--- src/rtl/muldiv_unit.sv ---
// Iterative RV32M multiply/divide unit: shift-add multiply, restoring divide, sign fix-up.
// Optional MULDIV_FAST_SPECIAL_EN: zero/overflow operands bypass CALC and finish from PREP.
//
// state | meaning
// IDLE  | waiting for start
// PREP  | operand magnitudes, sign flags, clear accumulator
// CALC  | one shift-add / restoring-divide step per cycle, XLEN steps
// FIXUP | sign correction and result select
// DONE  | done pulse, result valid
module muldiv_unit #(
  parameter int XLEN = 32
) (
  input  logic            clk,
  input  logic            rst_n,
  input  logic            start,
  input  logic [2:0]      funct3,
  input  logic [XLEN-1:0] op_a,
  input  logic [XLEN-1:0] op_b,
  input  logic            flush,
  output logic            busy,
  output logic            stall_req,
  output logic            done,
  output logic [XLEN-1:0] result
);
  localparam int CW = $clog2(XLEN);
  localparam logic [XLEN-1:0] MIN_NEG = {1'b1, {(XLEN-1){1'b0}}};

  typedef enum logic [2:0] {S_IDLE, S_PREP, S_CALC, S_FIXUP, S_DONE} state_t;
  state_t state, state_nx;

  logic [2:0]        f3;
  logic [XLEN-1:0]   a_q, b_q, mag_a, mag_b, sh;
  logic              neg_q, neg_r;
  logic [2*XLEN-1:0] acc;
  logic [CW-1:0]     cnt;

  logic              is_div, sgn_a, sgn_b, div0, ovf, mul0, special, last;
  logic [XLEN-1:0]   mag_a_w, mag_b_w, special_val, fix_val;
  logic [XLEN:0]     mul_sum, rem_sh, trial;
  logic [XLEN-1:0]   div_rem;
  logic              div_qbit;
  logic [2*XLEN-1:0] prod;
  logic [XLEN-1:0]   quo_s, rem_s;

  assign is_div  = f3[2];
  assign sgn_a   = a_q[XLEN-1] & ((f3 == 3'b001) | (f3 == 3'b010) | (f3 == 3'b100) | (f3 == 3'b110));
  assign sgn_b   = b_q[XLEN-1] & ((f3 == 3'b001) | (f3 == 3'b100) | (f3 == 3'b110));
  assign mag_a_w = sgn_a ? -a_q : a_q;
  assign mag_b_w = sgn_b ? -b_q : b_q;

  assign div0    = is_div & (b_q == '0);
  assign ovf     = is_div & ~f3[0] & (a_q == MIN_NEG) & (b_q == '1);
  assign mul0    = ~is_div & ((a_q == '0) | (b_q == '0));
  assign special = div0 | ovf | mul0;
  assign last    = (cnt == CW'(XLEN-1));

  // RISC-V defined results; a zero multiply operand simply yields zero
  always_comb begin
    special_val = '0;
    if (div0)     special_val = f3[1] ? a_q : '1;
    else if (ovf) special_val = f3[1] ? '0  : MIN_NEG;
  end

  assign mul_sum  = {1'b0, acc[2*XLEN-1:XLEN]} + (sh[0] ? {1'b0, mag_a} : '0);
  assign rem_sh   = {acc[2*XLEN-1:XLEN], sh[XLEN-1]};
  assign trial    = rem_sh - {1'b0, mag_b};
  assign div_qbit = ~trial[XLEN];
  assign div_rem  = div_qbit ? trial[XLEN-1:0] : rem_sh[XLEN-1:0];

  assign prod  = neg_q ? -acc : acc;
  assign quo_s = neg_q ? -acc[XLEN-1:0] : acc[XLEN-1:0];
  assign rem_s = neg_r ? -acc[2*XLEN-1:XLEN] : acc[2*XLEN-1:XLEN];

  always_comb begin
    fix_val = '0;
    if (special)         fix_val = special_val;
    else if (is_div)     fix_val = f3[1] ? rem_s : quo_s;
    else if (f3 == 3'b0) fix_val = prod[XLEN-1:0];
    else                 fix_val = prod[2*XLEN-1:XLEN];
  end

  always_ff @(posedge clk or negedge rst_n) begin
    if (!rst_n) state <= S_IDLE;
    else        state <= state_nx;
  end

  always_comb begin
    state_nx = state;
    case (state)
      S_IDLE:  if (start && !flush) state_nx = S_PREP;
      S_PREP: begin
        if (flush) state_nx = S_IDLE;
        else begin
`ifdef MULDIV_FAST_SPECIAL_EN
          state_nx = special ? S_DONE : S_CALC;
`else
          state_nx = S_CALC;
`endif
        end
      end
      S_CALC:  if (flush) state_nx = S_IDLE; else if (last) state_nx = S_FIXUP;
      S_FIXUP: state_nx = flush ? S_IDLE : S_DONE;
      S_DONE:  state_nx = S_IDLE;
      default: state_nx = S_IDLE;
    endcase
  end

  always_ff @(posedge clk or negedge rst_n) begin
    if (!rst_n) begin
      f3     <= '0;
      a_q    <= '0;
      b_q    <= '0;
      mag_a  <= '0;
      mag_b  <= '0;
      sh     <= '0;
      neg_q  <= 1'b0;
      neg_r  <= 1'b0;
      acc    <= '0;
      cnt    <= '0;
      result <= '0;
    end else begin
      case (state)
        S_IDLE: if (start && !flush) begin
          f3  <= funct3;
          a_q <= op_a;
          b_q <= op_b;
        end
        S_PREP: begin
          mag_a <= mag_a_w;
          mag_b <= mag_b_w;
          neg_q <= sgn_a ^ sgn_b;
          neg_r <= sgn_a;
          acc   <= '0;
          cnt   <= '0;
          sh    <= is_div ? mag_a_w : mag_b_w;
        end
        S_CALC: begin
          cnt <= cnt + 1'b1;
          // multiply shifts the product right; divide shifts the remainder/quotient left
          if (is_div) begin
            acc <= {div_rem, acc[XLEN-2:0], div_qbit};
            sh  <= {sh[XLEN-2:0], 1'b0};
          end else begin
            acc <= {mul_sum, acc[XLEN-1:1]};
            sh  <= {1'b0, sh[XLEN-1:1]};
          end
        end
        default: ;
      endcase
      if (state == S_FIXUP && !flush)                 result <= fix_val;
      else if (state == S_PREP && state_nx == S_DONE) result <= special_val;
    end
  end

  assign busy      = (state != S_IDLE);
  assign done      = (state == S_DONE);
  assign stall_req = ((state == S_IDLE) & start & ~flush) | (state == S_PREP) |
                     (state == S_CALC) | (state == S_FIXUP);

endmodule

--- config.mk ---
export PLATFORM = sky130hd
export DESIGN_NAME = muldiv_unit
export DESIGN_NICKNAME = d
export VERILOG_FILES = /design/src/rtl/muldiv_unit.sv
export SDC_FILE = /design/constraint.sdc
export NUM_CORES = 1
export LEC_CHECK = 0
export CAP_MARGIN = 25
export CORE_UTILIZATION = 40
export CTS_BUF_LIST = sky130_fd_sc_hd__clkbuf_8
export DETAILED_ROUTE_END_ITERATION = 10
export DONT_BUFFER_PORTS = 1
export HOLD_SLACK_MARGIN = 0.06
export MAX_ROUTING_LAYER = met4
export PLACE_DENSITY = 0.62
export RECOVER_POWER = 100
export SETUP_SLACK_MARGIN = 0.3
export SYNTH_ARGS = -nofsm -noshare
export SYNTH_HDL_FRONTEND = slang
export SYNTH_SLANG_ARGS = --single-unit
--- constraint.sdc ---
create_clock -name clk -period 6.3 [get_ports clk]
set_clock_uncertainty 0.2 [all_clocks]
set_input_delay 1.26 -clock clk [delete_from_list [all_inputs] [get_ports clk]]
set_output_delay 1.26 -clock clk [all_outputs]
set_load 0.05 [all_outputs]
==> results of run 1 <==
==> cell usage after synthesis, drive strengths merged (17+ instances only) <==
library cell,instances
a211oi,17
a21o,36
a21oi,115
a22oi,24
a31oi,17
and2,38
buf,21
clkbuf,145
dfrtp,269
ha,71
inv,55
mux2,73
mux2i,94
nand2,311
nand2b,23
nand3,29
nor2,118
nor3,25
o211ai,32
o21ai,243
o221ai,33
o31ai,32
or3,29
or4,22
xnor2,95
xor2,105
==> per-layer routing <==
| layer | vias up | global-route usage | share of wire |
|---|---|---|---|
| met5 | - | - | 0 |
| met4 | 0 | 0.1093 | 0.039 |
| met3 | 145 | 0.04152 | 0.074 |
| met2 | 733 | 0.4114 | 0.45 |
| met1 | 8536 | 0.3743 | 0.44 |
| li1 | 8016 | - | - |
==> layout by cell type (no fill, tap or decap), types with 6 or more instances in the layout <==
cell type | netlist | final
nand3_1 | 29 | 29
a31oi_1 | 17 | 17
o41ai_1 | 12 | 12
and3_1 | 12 | 12
dfrtp_1 | 269 | 268
clkbuf_8 | 0 | 67
xor2_1 | 105 | 105
nor2b_1 | 11 | 11
or3_1 | 29 | 29
a211oi_1 | 17 | 17
and2_1 | 38 | 37
o21ai_0 | 235 | 236
a21o_1 | 36 | 36
o31ai_1 | 32 | 32
inv_1 | 55 | 63
o31a_1 | 7 | 7
buf_4 | 0 | 24
clkinv_2 | 0 | 10
o221ai_1 | 33 | 33
a21oi_1 | 115 | 115
nand4_1 | 15 | 15
nor3_1 | 25 | 25
nor2_1 | 118 | 118
ha_1 | 71 | 71
mux2_2 | 73 | 73
a221oi_1 | 12 | 12
a22oi_1 | 24 | 24
xnor2_1 | 95 | 95
o22ai_1 | 13 | 13
nor4_1 | 14 | 14
mux2i_1 | 94 | 94
o21ai_1 | 7 | 6
or2_2 | 13 | 12
or4_1 | 19 | 20
a221o_1 | 9 | 9
o211ai_1 | 32 | 32
nand2b_1 | 23 | 23
o21a_1 | 15 | 15
nand2_1 | 311 | 311
==> worst max-delay path: cells and delay by family, from the launching register on <==
family          cells  cell delay (ps)
flops               1             1290
simple gates        4             1540
compound gates      5             1910
==> how the worst min path moves through the flow <==
stage | start | endpoint | slack, ps | depth (start not counted)
floorplan | mag_a[10]$_DFFE_PN0P_ | mag_a[10]$_DFFE_PN0P_ | 240 | 2
global placement | mag_a[6]$_DFFE_PN0P_ | mag_a[6]$_DFFE_PN0P_ | 250 | 2
detailed placement | mag_a[20]$_DFFE_PN0P_ | mag_a[20]$_DFFE_PN0P_ | 260 | 2
CTS | rst_n | result[23]$_DFFE_PN0P_ | 120 | 0
global route | rst_n | acc[54]$_DFFE_PN0P_ | 140 | 0
finish | rst_n | acc[54]$_DFFE_PN0P_ | 170 | 0
==> logic make-up after synthesis <==
family | share of synthesized area
fa+ha+maj | 0.04783
buf+inv | 0.04364
compound gates | 0.2170
simple gates | 0.1637
mux | 0.09083
flops | 0.3468
xor+xnor | 0.09025
==> power breakdown <==
| part | internal, mW | switching (mW) |
|---|---|---|
| Clock | 1.12 | 0.830 |
| Combinational | 1.88 | 2.90 |
| Sequential | 2.24 | 1.00 |
==> sequential cells by signal, summed over array words and instances (netlist names) <==
signal,cells
acc,64
a_q,32
b_q,32
mag_a,32
mag_b,32
result,32
sh,32
cnt,5
f3,3
state,3
neg_q,1
neg_r,1
==> area by class of cell <==
type,instances,area (um^2),area share
diodes,1,2.502,0.0001193
clock buffers,67,922.1,0.04396
clock inverters,24,220.2,0.01050
inverters,56,210.2,0.01002
multi-input cells,1779,11830,0.5638
flip-flops and latches,269,6733,0.3209
well taps,615,769.5,0.03668
repair buffers,32,292.8,0.01396
==> through the flow <==
step	utilization	std cells	cell area, um^2
global route	0.4384	2843	20980
CTS	0.4390	2841	21010
finish	0.4384	2843	20980
global placement	0.4132	2746	19770
detailed placement	0.4152	2750	19860
floorplan	-	2270	19410
==> results by group, run 1 <==
GRT
  • Pin count of the biggest net entering global routing: 270
  • Antenna violations before repair: 1
  • Vias in the first global route: ~16k
  • First-pass GRT wire length: 102100 um
  • Total grt overflow: 0
  • Total GRT Usage: 0.2757

Floorplan
  • CORE AREA: about 48000 um^2
  • Die H: 222.3 um
  • FP Rows: 80
  • Die width: 222.3 um
  • Starting Density: 0.4057
  • Num ports: 106
  • Die Area: 49410 um^2

Critical path
  • CP Launch Type: register
  • Crit. Startpoint: f3[2]$_DFFE_PN0P_
  • R2R setup slack: 1170 ps
  • Worst reg2reg endpoint: result[20]$_DFFE_PN0P_
  • Critical Path End: result[20]$_DFFE_PN0P_
  • Worst path most repeated cell: o21ai_0
  • Worst path slowest cell: dfrtp_1
  • WS Path Type: reg -> reg
  • R2R depth: 9
  • Crit-path max FO: 31
  • CP max stage delay: 1290 ps
  • Crit-path cells: nand2b_1 -> nor2_1 -> nand3_1 -> o21a_1 -> o21ai_0 -> or2_2 -> a221oi_1 -> o21ai_0 -> o211ai_1
  • CP required: 6580 ps
  • Crit. End Element: register
  • Worst Path Arrival: 5410 ps
  • Worst r2r src: f3[2]$_DFFE_PN0P_

Placed design
  • Setup WS pre-CTS: 1888 ps
  • Placer Congestion: between 0.9 and 1
  • Count of input and output buffers: 0
  • Dpl hpwl: 48780 um

STA
  • Peak Freq: 0.1948 GHz
  • Final Hold Fails: 0
  • Tmin final: 5134 ps
  • # setup viols final: 0
  • Relative slew slack: -0.6141
  • Fin Setup TNS: 0 ps
  • Min Hold Slack: 171.6 ps
  • Unrepaired setup endpoints after global routing: false
  • Period utilization: 0.8148
  • PnR worst setup slack: 1167 ps
  • Max-slew violation count: 209
  • Worst-Margin Slew: 2421 ps

Final layout
  • Share of post-route cells with drive strength above 1: 0.09654
  • Layout Nets: 2331
  • Fillcell total: 4770
  • Layout area overhead: 8.077%

Run
  • MaxCap Viol Count: 4

Logic synthesis
  • Yosys warns: 0
  • Sequential area share after synthesis: 0.3468
  • Netlist cell types: 73
  • Dominant cell type by area after synthesis: dfrtp_1
  • Async set-reset flop share out of synthesis: 1.000
  • Top cells by area, synth: dfrtp_1 (35%), o21ai_0 (6.1%), nand2_1 (6.0%)
  • Post-Syn Area per Cell: 8.551 um^2
  • Ys flop type: dfrtp_1
  • FF+latch count, synth: 269
  • Mapped Cells: approximately 2.3k
  • Synth top area share: 0.3468
  • Number of flops mapped to enable cells by yosys: 0
  • Syn Nets: roughly 2.4k
  • Synthesized area: ~19000 um^2

Clocking
  • CTS tree: yes
  • Post-CTS setup buffers: 0
  • CTS Buf Count: between 40 and 50
  • Clock latency on the worst-skew pair: 650 ps
  • Worst-path clk slew: 60 ps
  • Clock Tree Root: clkbuf_8
  • H-Tree Depth: 2
  • Hold Buf Count CTS: 0
  • Clock Sinks: ~270
  • CTS-repair resized insts: 0
  • Max clock buf depth: 3

Route
  • Final wirelength: 66730 um
  • Vias/cell: 6.131
  • Routed wire per std cell: 23.47 um
  • Pre-antenna DRT Iters: 5
  • Vias post-DR: 17.43k
  • DR DRC count: 0
  • Routed Antenna Nets: 0
  • Iter 0 DRT Violations: between 1.5k and 2k

Power and ir drop
  • Total power density per cell area: 474.8 nW/um^2
  • Leak: 9.211 nW
  • VDD IR max: 254.7 uV
  • Total power: 9.959 mW

Run status
  • Failing checks: capacitance limit, slew limit
  • Status: complete, but fails checks

Worst hold path
  • Hold Crit Class: in -> async
No activity file was read; power rests on OpenSTA's default activity.
==> inputs of run 2 (changes only) <==
clock period = 5.2 ns   (was 6.3 ns; I/O delays follow)
==> run 2 against run 1 <==
Against the previous run: the run ends with hold timing, capacitance limit, slew limit left; worst hold slack worse by 220 ps; sequential power rose by 21%; cell area fell by 0.88%; routed wire length is 0.70% lower; sequential share of layout area up 0.30 points; utilization down 0.39 points; count of clock-buffer cells in the layout shrank 6; sequential cell count unchanged; first-iteration DRC count grew 1.5%; combinational power increased by 21%; critical path type unchanged; critical endpoint is now result[21]$_DFFE_PN0P_.
==> results by group, run 2 (synthesis results as in run 1) <==
Power and ir drop
  • Total power density per cell area: 565.2 nW/um^2 (+19%)
  • VDD IR max: 287.9 uV (+13%)
  • Leak: 9.114 nW (-1.1%)

Critical path
  • CP required: 5530 ps (-1050 ps)
  • Worst path slowest cell: nor2_1
  • Worst Path Arrival: 5040 ps (-370 ps)
  • Crit. End Element: register
  • WS Path Type: reg -> reg
  • R2R depth: 8 (-1)
  • Worst r2r src: b_q[20]$_DFFE_PN0P_
  • CP bufs+invs: 1 (+1)
  • Worst reg2reg endpoint: result[21]$_DFFE_PN0P_
  • R2R setup slack: 480 ps (-680 ps)
  • CP max stage delay: 720 ps (-570 ps)
  • Worst path top cell family by delay: simple AND/OR/NAND/NOR gates
  • Crit-path max FO: 20 (-35%)
  • CP Launch Type: register
  • Crit-path cells: or4_1 -> nor4_1 -> nand3b_1 -> or3_1 -> nor2_1 -> clkbuf_1 -> o21ai_0 -> o211ai_1

Floorplan
  • CORE AREA: 47850 um^2 (unchanged)
  • Num ports: 106 (unchanged)
  • Die width: 222.3 um (unchanged)
  • Starting Density: 0.4057 (unchanged)
  • Die H: 222.3 um (unchanged)
  • Die Area: 49410 um^2 (unchanged)
  • FP Rows: 80 (unchanged)

Final layout
  • Max reg flops: 64 (unchanged)
  • Share of post-route cells with drive strength above 1: 0.09250 (-0.004041)
  • Largest reg by FF count: acc
  • Most common cell after layout, fill and taps aside: nand2_1
  • Antenna diode count: 0 (-1)
  • Layout area overhead: 7.123%
  • Multi-input gate area: 11830 um^2 (about the same)
  • Register area: 6736 um^2 (about the same)
  • Fillcell total: 4774 (+0.084%)
  • Layout Nets: 2338 (+0.30%)
  • Most frequent cells in the layout: nand2_1 (311), dfrtp_1 (267), o21ai_0 (239), nor2_1 (118), a21oi_1 (115)

Placed design
  • Placer Congestion: 0.9727 (-1.6%)
  • Dpl hpwl: 48950 um (+0.36%)
  • Setup WS pre-CTS: 895.2 ps (-992.8 ps)
  • Count of input and output buffers: 0 (unchanged)

Route
  • DR DRC count: 0 (unchanged)
  • Vias/cell: 6.107 (-0.38%)
  • Iter 0 DRT Violations: 1668 (+1.5%)
  • Routed wire per std cell: 23.32 um (-0.67%)
  • Vias post-DR: 17.36k (-0.42%)
  • Pre-antenna DRT Iters: 6 (+1)
  • Final wirelength: 66260 um (-0.70%)
  • Routed Antenna Nets: 0 (unchanged)

Clocking
  • Post-CTS setup buffers: 0 (unchanged)
  • Clock Tree Root: clkbuf_8
  • CTS Buf Count: 47 (-4.1%)
  • H-Tree Depth: 2 (unchanged)
  • Worst-path clk slew: 70 ps (about the same)
  • CTS tree: yes
  • Clock Sinks: 269 (unchanged)
  • Clock latency on the worst-skew pair: 650 ps (about the same)
  • CTS-repair resized insts: 0 (unchanged)
  • Max clock buf depth: 3 (unchanged)

GRT
  • Vias in the first global route: 16.47k (-0.13%)
  • First-pass GRT wire length: 101400 um (-0.76%)
  • Total GRT Usage: 0.2728 (-0.002891)
  • Total grt overflow: 0 (unchanged)
  • Antenna violations before repair: 1 (unchanged)
  • Pin count of the biggest net entering global routing: 270 (unchanged)

STA
  • Max-slew violation count: 207 (-0.96%)
  • Peak Freq: 0.2120 GHz (+8.8%)
  • Worst-Margin Slew: 2514 ps (+93.04 ps)
  • Unrepaired setup endpoints after global routing: false
  • Final Hold Fails: 79 (+79)
  • Tmin final: 4717 ps (-416.6 ps)
  • PnR worst setup slack: 483.1 ps (-683.4 ps)
  • Min Hold Slack: -48.23 ps (-219.8 ps)
  • Period utilization: 0.9071 (+0.09226)
  • Fin Setup TNS: 0 ps (unchanged)
  • Relative slew slack: -0.6802 (-0.06608)
  • # setup viols final: 0 (unchanged)

Worst hold path
  • Hold Crit Class: in -> async

Run status
  • Failing checks: hold timing, capacitance limit, slew limit
  • Status: complete, but fails checks

Run
  • MaxCap Viol Count: 3 (-1)
run 2: worst max path at each step:
stage                                   start                endpoint  slack (ps)  depth (start not counted)
after floorplan           acc[32]$_DFFE_PN0P_  result[30]$_DFFE_PN0P_        1270                         12
after global placement    acc[32]$_DFFE_PN0P_  result[30]$_DFFE_PN0P_         910                         12
after detailed placement  acc[32]$_DFFE_PN0P_  result[30]$_DFFE_PN0P_         900                         12
after CTS                 acc[32]$_DFFE_PN0P_  result[30]$_DFFE_PN0P_         870                         12
after global routing       a_q[0]$_DFFE_PN0P_  result[25]$_DFFE_PN0P_         330                         12
final                     b_q[20]$_DFFE_PN0P_  result[21]$_DFFE_PN0P_         480                          8
run 2: cell type report:
| type | count | share of cell area |
|---|---|---|
| Sequential cell | 269 | 0.3240 |
| Inverter | 56 | 0.01011 |
| Tap cell | 615 | 0.03701 |
| Timing Repair Buffer | 41 | 0.01318 |
| Clock inverter | 21 | 0.006559 |
| Multi-Input combinational cell | 1779 | 0.5688 |
| Clock buffer | 61 | 0.04038 |
run 2: power by group:
group	internal, mW	switching (mW)	total (mW)
Clock	1.10	0.967	2.07
Combinational	2.26	3.50	5.76
Sequential	2.71	1.21	3.92
Total	6.08	5.67	11.8
run 2: routing by layer:
layer | up-vias | GRT usage | part of all wire
li1 | 8030 | - | -
met2 | 621 | 0.4179 | 0.46
met1 | 8567 | 0.3622 | 0.44
met4 | 0 | 0.1066 | 0.040
met5 | - | - | 0
met3 | 139 | 0.04060 | 0.063
run 2: worst reg2reg max path: stages (launching register included):
cell,delay (ps)
dfrtp_1,440
or4_1,610
nor4_1,500
nand3b_1,200
or3_1,490
nor2_1,730
clkbuf_1,640
o21ai_0,510
o211ai_1,310
run 2: through the flow:
stage	utilization	instance area, um^2	total power [mW]	hold WS (ps)	instances
after floorplan	-	19410	7.811	238.1	2270
after global placement	0.4152	19870	9.516	250.1	2758
after detailed placement	0.4155	19880	9.592	254.9	2759
after CTS	0.4359	20860	11.70	-99.68	2841
after global routing	0.4346	20790	12.44	-78.60	2842
final	0.4346	20790	11.75	-48.23	2842
